### config.mk
export PLATFORM = sky130hd
export DESIGN_NAME = demux_reg
export DESIGN_NICKNAME = d
export VERILOG_FILES = /design/src/rtl/demux_pkg.sv /design/src/rtl/demux_slot.sv /design/src/rtl/demux_reg.sv
export SDC_FILE = /design/constraint.sdc
export NUM_CORES = 1
export LEC_CHECK = 0
export CAP_MARGIN = 25
export CORE_UTILIZATION = 30
export CTS_CLUSTER_SIZE = 8
export DETAILED_ROUTE_END_ITERATION = 8
export GPL_TIMING_DRIVEN = 0
export HOLD_SLACK_MARGIN = 0.05
export MAX_ROUTING_LAYER = met4
export SLEW_MARGIN = 10
export SYNTH_ARGS = -nofsm -noshare
export SYNTH_HDL_FRONTEND = slang
export SYNTH_HIERARCHICAL = 1
export SYNTH_SLANG_ARGS = --single-unit
### constraint.sdc
create_clock -name clk_i -period 2.2 [get_ports clk_i]
set_input_delay 0.44 -clock clk_i [delete_from_list [all_inputs] [get_ports clk_i]]
set_output_delay 0.44 -clock clk_i [all_outputs]
set_load 0.005 [all_outputs]
### src/rtl/demux_pkg.sv
`default_nettype none
// +--------------------------------------------------------------------------+
// | Module      : demux_pkg                                                  |
// | Description : Shared types and helpers for the registered stream demux.  |
// | Revision    : 1.0 - initial release                                      |
// +--------------------------------------------------------------------------+
package demux_pkg;

  // Packet-lock state: IDLE accepts a fresh direction, LOCKED reuses lock_dir.
  typedef enum logic [0:0] {
    IDLE   = 1'b0,
    LOCKED = 1'b1
  } state_t;

  // Width of the direction field needed to address n channels.
  function automatic int sel_w(input int n);
    return $clog2(n);
  endfunction

endpackage
`default_nettype wire

### src/rtl/demux_slot.sv
`default_nettype none
// +--------------------------------------------------------------------------+
// | Module      : demux_slot                                                 |
// | Description : One-entry output register with valid/ready handshake.      |
// |               A fill wins over a drain in the same cycle, so a consumer  |
// |               taking the old beat never causes a bubble.                 |
// | Revision    : 1.0 - initial release                                      |
// +--------------------------------------------------------------------------+
module demux_slot #(
  parameter int DATA_W = 2
) (
  input  logic              clk,
  input  logic              rst,
  input  logic              fill,
  input  logic [DATA_W-1:0] fill_data,
  input  logic              drain_ready,
  output logic              valid,
  output logic [DATA_W-1:0] data
);

  // Load a new beat, otherwise release the held beat once the consumer takes it.
  always_ff @(posedge clk) begin
    if (rst) begin
      valid <= 1'b0;
      data  <= '0;
    end else if (fill) begin
      valid <= 1'b1;
      data  <= fill_data;
    end else if (valid && drain_ready) begin
      valid <= 1'b0;
    end
  end

endmodule
`default_nettype wire

### src/rtl/demux_reg.sv
`default_nettype none
// +--------------------------------------------------------------------------+
// | Module      : demux_reg                                                  |
// | Description : Registered 1-to-N stream demultiplexer with packet lock.   |
// |               Each accepted beat lands in the slot of the selected       |
// |               channel one cycle later; multi-beat packets keep the       |
// |               direction of their first beat until the last beat.         |
// | Revision    : 1.0 - initial release                                      |
// +--------------------------------------------------------------------------+
module demux_reg
  import demux_pkg::*;
#(
  parameter int DATA_W = 2,
  parameter int N_OUT  = 4,
  parameter int SEL_W  = sel_w(N_OUT)
) (
  input  logic                    clk_i,
  input  logic                    rst_i,
  input  logic [DATA_W-1:0]       data_i,
  input  logic [SEL_W-1:0]        direction_i,
  input  logic                    valid_i,
  input  logic                    last_i,
  output logic                    ready_o,
  output logic [N_OUT*DATA_W-1:0] data_o,
  output logic [N_OUT-1:0]        valid_o,
  input  logic [N_OUT-1:0]        ready_i,
  output logic                    locked_o
);

  state_t           state;
  state_t           state_next;
  logic [SEL_W-1:0] lock_dir;
  logic [SEL_W-1:0] sel;
  logic             accept;
  logic [N_OUT-1:0] fill;

  // Inside a packet the held direction overrides direction_i.
  assign sel      = (state == LOCKED) ? lock_dir : direction_i;

  // Only the selected slot gates the source; other channels never stall it.
  assign ready_o  = !rst_i && (!valid_o[sel] || ready_i[sel]);
  assign accept   = valid_i && ready_o;
  assign locked_o = (state == LOCKED);

  // State register.
  always_ff @(posedge clk_i) begin
    if (rst_i) begin
      state <= IDLE;
    end else begin
      state <= state_next;
    end
  end

  // Next state: enter LOCKED on the first beat of a multi-beat packet, leave on its last.
  always_comb begin
    state_next = state;
    case (state)
      IDLE: begin
        if (accept && !last_i) begin
          state_next = LOCKED;
        end
      end
      LOCKED: begin
        if (accept && last_i) begin
          state_next = IDLE;
        end
      end
      default: state_next = IDLE;
    endcase
  end

  // Capture the packet direction from its first beat.
  always_ff @(posedge clk_i) begin
    if (rst_i) begin
      lock_dir <= '0;
    end else if ((state == IDLE) && accept && !last_i) begin
      lock_dir <= direction_i;
    end
  end

  // One-hot fill strobe for the slot receiving the accepted beat.
  always_comb begin
    fill = '0;
    if (accept) begin
      fill[sel] = 1'b1;
    end
  end

  generate
    for (genvar k = 0; k < N_OUT; k++) begin : g_slot
      demux_slot #(
        .DATA_W (DATA_W)
      ) u_slot (
        .clk         (clk_i),
        .rst         (rst_i),
        .fill        (fill[k]),
        .fill_data   (data_i),
        .drain_ready (ready_i[k]),
        .valid       (valid_o[k]),
        .data        (data_o[k*DATA_W +: DATA_W])
      );
    end
  endgenerate

endmodule
`default_nettype wire
# == After elaboration in Yosys (flattened, before gate mapping) ==
# Index checks and enable logic that the tools add are counted.
# classes
addsub,0
n_mul,0
div_mod_pow,0
magnitude_cmp,2
n_eq_ne,0
shift,0
mux,19
n_bitwise,1
n_reduce_logical,19
# ops
op,n
$mux 1,13
$logic_and 1x1->1,11
$reduce_bool 2->1,4
$bmux 1 s2,2
$mux 4,1
$logic_not 1->1,3
$lt 2x3->1 const B,1
$demux 1 s2,1
$ge 2x1->1 const B,1
$mux 2,1
$pmux 1 s2,1
$logic_or 1x1->1,1
$not 1->1,1
# word_totals
regBits,15
latch_bits,0
ram_bits,0
rom_bits,0
in_bits,12
memories,0

# == Depth between registers and ports, before layout ==
# depth
depth_word,10
mapped_depth,6
depth_no_buf,6

# == Hierarchy ==
# Netlist, hierarchy kept.
# by_module_without_submodules
mod,n_inst,cells_each,area_each_um2,seq_area_each_um2
demux_slot,4,10,102.6,60.1
demux_reg,1,30,255.2,60.1

# == Worst setup path after synthesis ==
# No wires, ideal clock.
# synth_path
kind,reg2out
start,register with a tool-made name
end,output port ready_o
arrival_ps,1372
setup_slack_ps,388
stages_incl_launch_ff,5
n_path_buf,0
cell_sequence,dfxtp_1 -> mux2i_2 -> nor3b_1 -> a311o_1 -> a21oi_1
# synth_lines
element,line,text
to (decl),demux_reg.sv:23,"output logic ready_o,"

==> results by stage <==
Synthesis:
- By area, the combinational part of the netlist is dominated by simple AND/OR/NAND/NOR gates.
- The count of yosys warnings during synthesis is 6.
- Summing the areas of all and, or, nand and nor instances in the mapped netlist gives about a fifth of the synthesized area.
- The number of standard cells after synthesis is 70.
- Yosys mapped the design onto 18 distinct sky130hd cell types.
- The synthesized netlist occupies a cell area of 665.6 µm².
- The synthesis-stage register bit count is 15.
- After synthesis, the share of cell area in mux cells is about a fifth.
- The net count of the mapped netlist is 82.
- The average instance in the mapped netlist occupies around 9.5 µm².
- Summing the sequential cell areas from Yosys gives ~45% of the chip area.
- The xor and xnor fraction of the mapped netlist area is 0%.
- The share of the synthesized area in compound gates (AO/OA/AOI/OAI) is approximately an eighth.
- After Yosys synthesis, full adders, half adders and majority gates account for 0% of the synthesized area.

STA:
- The clock period could shrink to about 2100 ps.
- In the finished design, the share of the clock period the worst path needs comes to between 90 and 100%.
- Adding up every negative setup slack in the final design gives 0 ps.
- Measured against its own limit, the worst slew margin works out to 57.99%.
- The measured slew at the worst slew-check pin is between 600 and 700 ps.
- The total count of hold-check failures in the final report is 0.
- Timing would allow up to 0.4729 GHz.
- Between clock sinks in the finished design, the worst skew comes to around 11 ps.
- Setup repair after global routing could not meet its margin everywhere.
- Setup violations remaining at the end of the flow were counted as 0.
- The post-layout worst setup margin is between 80 and 90 ps.
- The total count of max-transition violations in the final report is 0.

Final layout:
- The area growth from synthesis to layout is 53.95%.
- The area used by multi-input combinational logic is 365.4 µm².
- Measured on the finished design, the core utilization comes to around half.
- Summing all flip-flop and latch instances after layout gives 304.0 µm².
- The post-layout instance area is approximately 1000 µm².
- The final-layout fill cell count is 200.
- The net count of the finished layout is around 120.
- The number of antenna cells inserted is 0.
- Of the cells placed in the final design, the portion with a size suffix greater than 1 is roughly 16%.
- The finished layout holds 129 standard cells, fillers aside.

Placement:
- The total cell area at the placement stage is about 950 µm².
- Timing analysis after detailed placement gives a worst setup slack of -679.7 ps.
- The number of buffers inserted by port buffering is 25.
- The congestion estimate from routability-driven global placement came to 0.7614.
- The cell total after placement is between 100 and 150.
- Summed over all nets, the half-perimeter wirelength after detailed placement is approximately 1100 µm.

Clock network:
- The clock network latency to the later pin of the worst-skew pair is between 200 and 300 ps.
- The number of H-tree levels is 1.
- Clock-pin slew was measured on the worst setup and hold paths at approximately 80 ps.
- The maximum clock insertion buffer count is 2.
- The TritonCTS clock tree is yes.
- The number of clock buffers inserted by TritonCTS is 3.
- The clock net in this run drives a total of 15 sinks.
- Clock tree synthesis selected as its root buffer the cell sky130_fd_sc_hd__clkbuf_4.
- The post-cts hold buffer count is 0.

Floorplan:
- The floorplan step set the die width to between 40 and 50 µm.
- The initial standard-cell utilization of the core is between 30% and 40%.
- The area inside the core boundary is about 2000 µm².
- The total number of placement rows is 16.
- The chip height is 49.11 µm.
- The die area is between 2000 and 2500 µm².
- The I/O pin count is 26.

Outcome:
- The flow ran to the end, and the final reports show no timing, DRC or antenna violations.

Global route:
- The initial antenna violation count is 0.
- The wire length of the first global-routing pass is 2635 µm.
- The global-route usage over all layers is 14.76%.
- The largest net degree at the start of global routing is 21.
- For this run the aggregate overflow at the end of global routing stands at 0.
- The via count of the first global-routing pass is a little under 600.

Routing:
- In the routed layout, each cell is associated on average with a via count of ~4.6.
- The routed length per instance is roughly 12 µm.
- The first-pass detailed-route iteration total is 4.
- The remaining number of nets flagged by the antenna check after routing is 0.
- The DRC violation count after routing is 0.
- The via count is around 600.
- The number of design-rule violations left by the first detailed-router iteration is 7.
- The final layout contains routed wiring with a total length of around 1600 µm.

Worst setup path:
- Walking the worst path, the cells encountered are mux2i_4 > nor3b_1 > a311o_1 > a21oi_1 > buf_2.
- The number of buffers and inverters on the critical path is 1.
- For this run, the slowest stage of the critical path takes approximately 400 ps.
- The element type at the critical path start is a register.
- The family with the most delay on the worst path is compound AO/OA/AOI/OAI gates.
- STA classifies the critical path endpoint as an output port.
- Among all stages on the critical path, the largest delay is contributed by sky130_fd_sc_hd__dfxtp_4.
- STA puts the critical path data arrival time at between 1500 and 2000 ps.
- The category of the critical setup timing path is reg -> out.
- The largest fanout on the critical path is 5.
- The data required time at the worst endpoint is ~1800 ps.

Power and ir drop:
- The total power per unit cell area is around 530 nW/µm².
- The worst voltage drop across the vdd grid is 319.2 µV.
- For this design the static power due to leakage is ~0.37 nW.

Job:
- The count of maximum capacitance violations is 0.

Worst hold path:
- The start point of the worst min-delay path is lock_dir[0]$_SDFFE_PP0P_.
- The class of the most critical hold timing path is reg -> reg.
-- worst reg2reg max path, stage by stage, from the launching register on --
cell and delay [ps]:
sky130_fd_sc_hd__dfxtp_4 400, sky130_fd_sc_hd__mux2i_4 300, sky130_fd_sc_hd__nor3b_1 80, sky130_fd_sc_hd__a311o_1 350, sky130_fd_sc_hd__buf_4 170, sky130_fd_sc_hd__nor2_1 280, sky130_fd_sc_hd__mux2i_1 220, sky130_fd_sc_hd__nor2_1 50
-- Yosys cell counts --
cell | n | area [µm²]
sky130_fd_sc_hd__a21boi_2 | 1 | 11.26
sky130_fd_sc_hd__a21oi_1 | 7 | 35.03
sky130_fd_sc_hd__a311o_1 | 1 | 10.01
sky130_fd_sc_hd__dfxtp_1 | 15 | 300.3
sky130_fd_sc_hd__inv_1 | 6 | 22.52
sky130_fd_sc_hd__mux2_1 | 1 | 11.26
sky130_fd_sc_hd__mux2_2 | 1 | 11.26
sky130_fd_sc_hd__mux2i_1 | 9 | 90.09
sky130_fd_sc_hd__mux2i_2 | 1 | 13.76
sky130_fd_sc_hd__nand2b_1 | 6 | 37.54
sky130_fd_sc_hd__nand3b_1 | 2 | 15.01
sky130_fd_sc_hd__nor2_1 | 13 | 48.80
sky130_fd_sc_hd__nor2b_1 | 1 | 6.260
sky130_fd_sc_hd__nor3b_1 | 1 | 7.510
sky130_fd_sc_hd__o21ai_0 | 1 | 5.000
sky130_fd_sc_hd__o311ai_2 | 1 | 16.27
sky130_fd_sc_hd__or2_2 | 1 | 6.260
sky130_fd_sc_hd__or3b_2 | 2 | 17.52
-- path summary, 6_finish.rpt --
check | end | slack, ps | cells after the start
max | ready_o | 90 | 5
min | lock_dir[0]$_SDFFE_PP0P_ | 490 | 2
max reg2reg | g_slot[0].u_slot/data[1]$_SDFFE_PP0P_ | 230 | 7
min reg2reg | lock_dir[0]$_SDFFE_PP0P_ | 490 | 2
-- cell usage in the layout, fill, tap and decap left out, types with 2 or more instances in the layout --
cell type	Yosys	final
sky130_fd_sc_hd__dfxtp_1	15	14
sky130_fd_sc_hd__mux2i_1	9	9
sky130_fd_sc_hd__nor2_1	13	13
sky130_fd_sc_hd__nand3b_1	2	2
sky130_fd_sc_hd__a21oi_1	7	7
sky130_fd_sc_hd__dlygate4sd2_1	0	2
sky130_fd_sc_hd__or3b_2	2	2
sky130_fd_sc_hd__nand2b_1	6	6
sky130_fd_sc_hd__clkbuf_4	0	3
sky130_fd_sc_hd__inv_1	6	6
sky130_fd_sc_hd__clkdlybuf4s50_1	0	21
sky130_fd_sc_hd__buf_4	0	2
-- cells by family (layout without fill, tap and decap cells) --
| family | after synthesis | after routing |
|---|---|---|
| multiplexers | 12 | 12 |
| AO/OA/AOI/OAI | 11 | 11 |
| buffers and inverters | 6 | 38 |
| AND/OR/NAND/NOR | 26 | 26 |
| flip-flops | 15 | 15 |
-- registers in the layout, summed over array words and instances, names as in the netlist, named ones only --
| signal | count |
|---|---|
| lock_dir | 2 |
| g_slot.u_slot/data | 8 |
| g_slot.u_slot/valid | 4 |
-- layer usage --
metal / up-vias / track usage (%) / wire length (µm)
li1: 303 / - / -
met1: 271 / 18.94 / 720
met2: 23 / 21.92 / 732
met3: 2 / 2.804 / 113
met4: 0 / 7.353 / 10
met5: - / - / 0
-- repair_timing --
item	4_1_cts	5_1_grt
pin swaps	2	2
setup buffers	3	0
gates resized for setup	11	2
hold endpoints to repair	0	0
endpoints found under the setup margin	5	1
-- stage by stage --
stage,total power [mW],hold WS (ps)
floorplan,0.3331,444.0
global placement,0.3841,465.5
detailed placement,0.3851,476.7
CTS,0.5558,493.0
global route,0.5816,513.9
finish,0.5477,493.2
-- report_power, final --
group | total (mW) | switching (mW) | internal [mW]
Clock | 0.157 | 0.0893 | 0.0674
Combinational | 0.103 | 0.0416 | 0.0611
Sequential | 0.288 | 0.00796 | 0.280
-- area by class of cell --
cell class / count / area share (%)
timing repair buffer: 28 / 26.50
inverter: 6 / 2.198
sequential: 15 / 29.67
clock buffer: 3 / 2.198
tap: 27 / 3.297
multi-input combinational: 49 / 35.65
clock inverter: 1 / 0.4884
No activity file was read; power rests on OpenSTA's default activity.
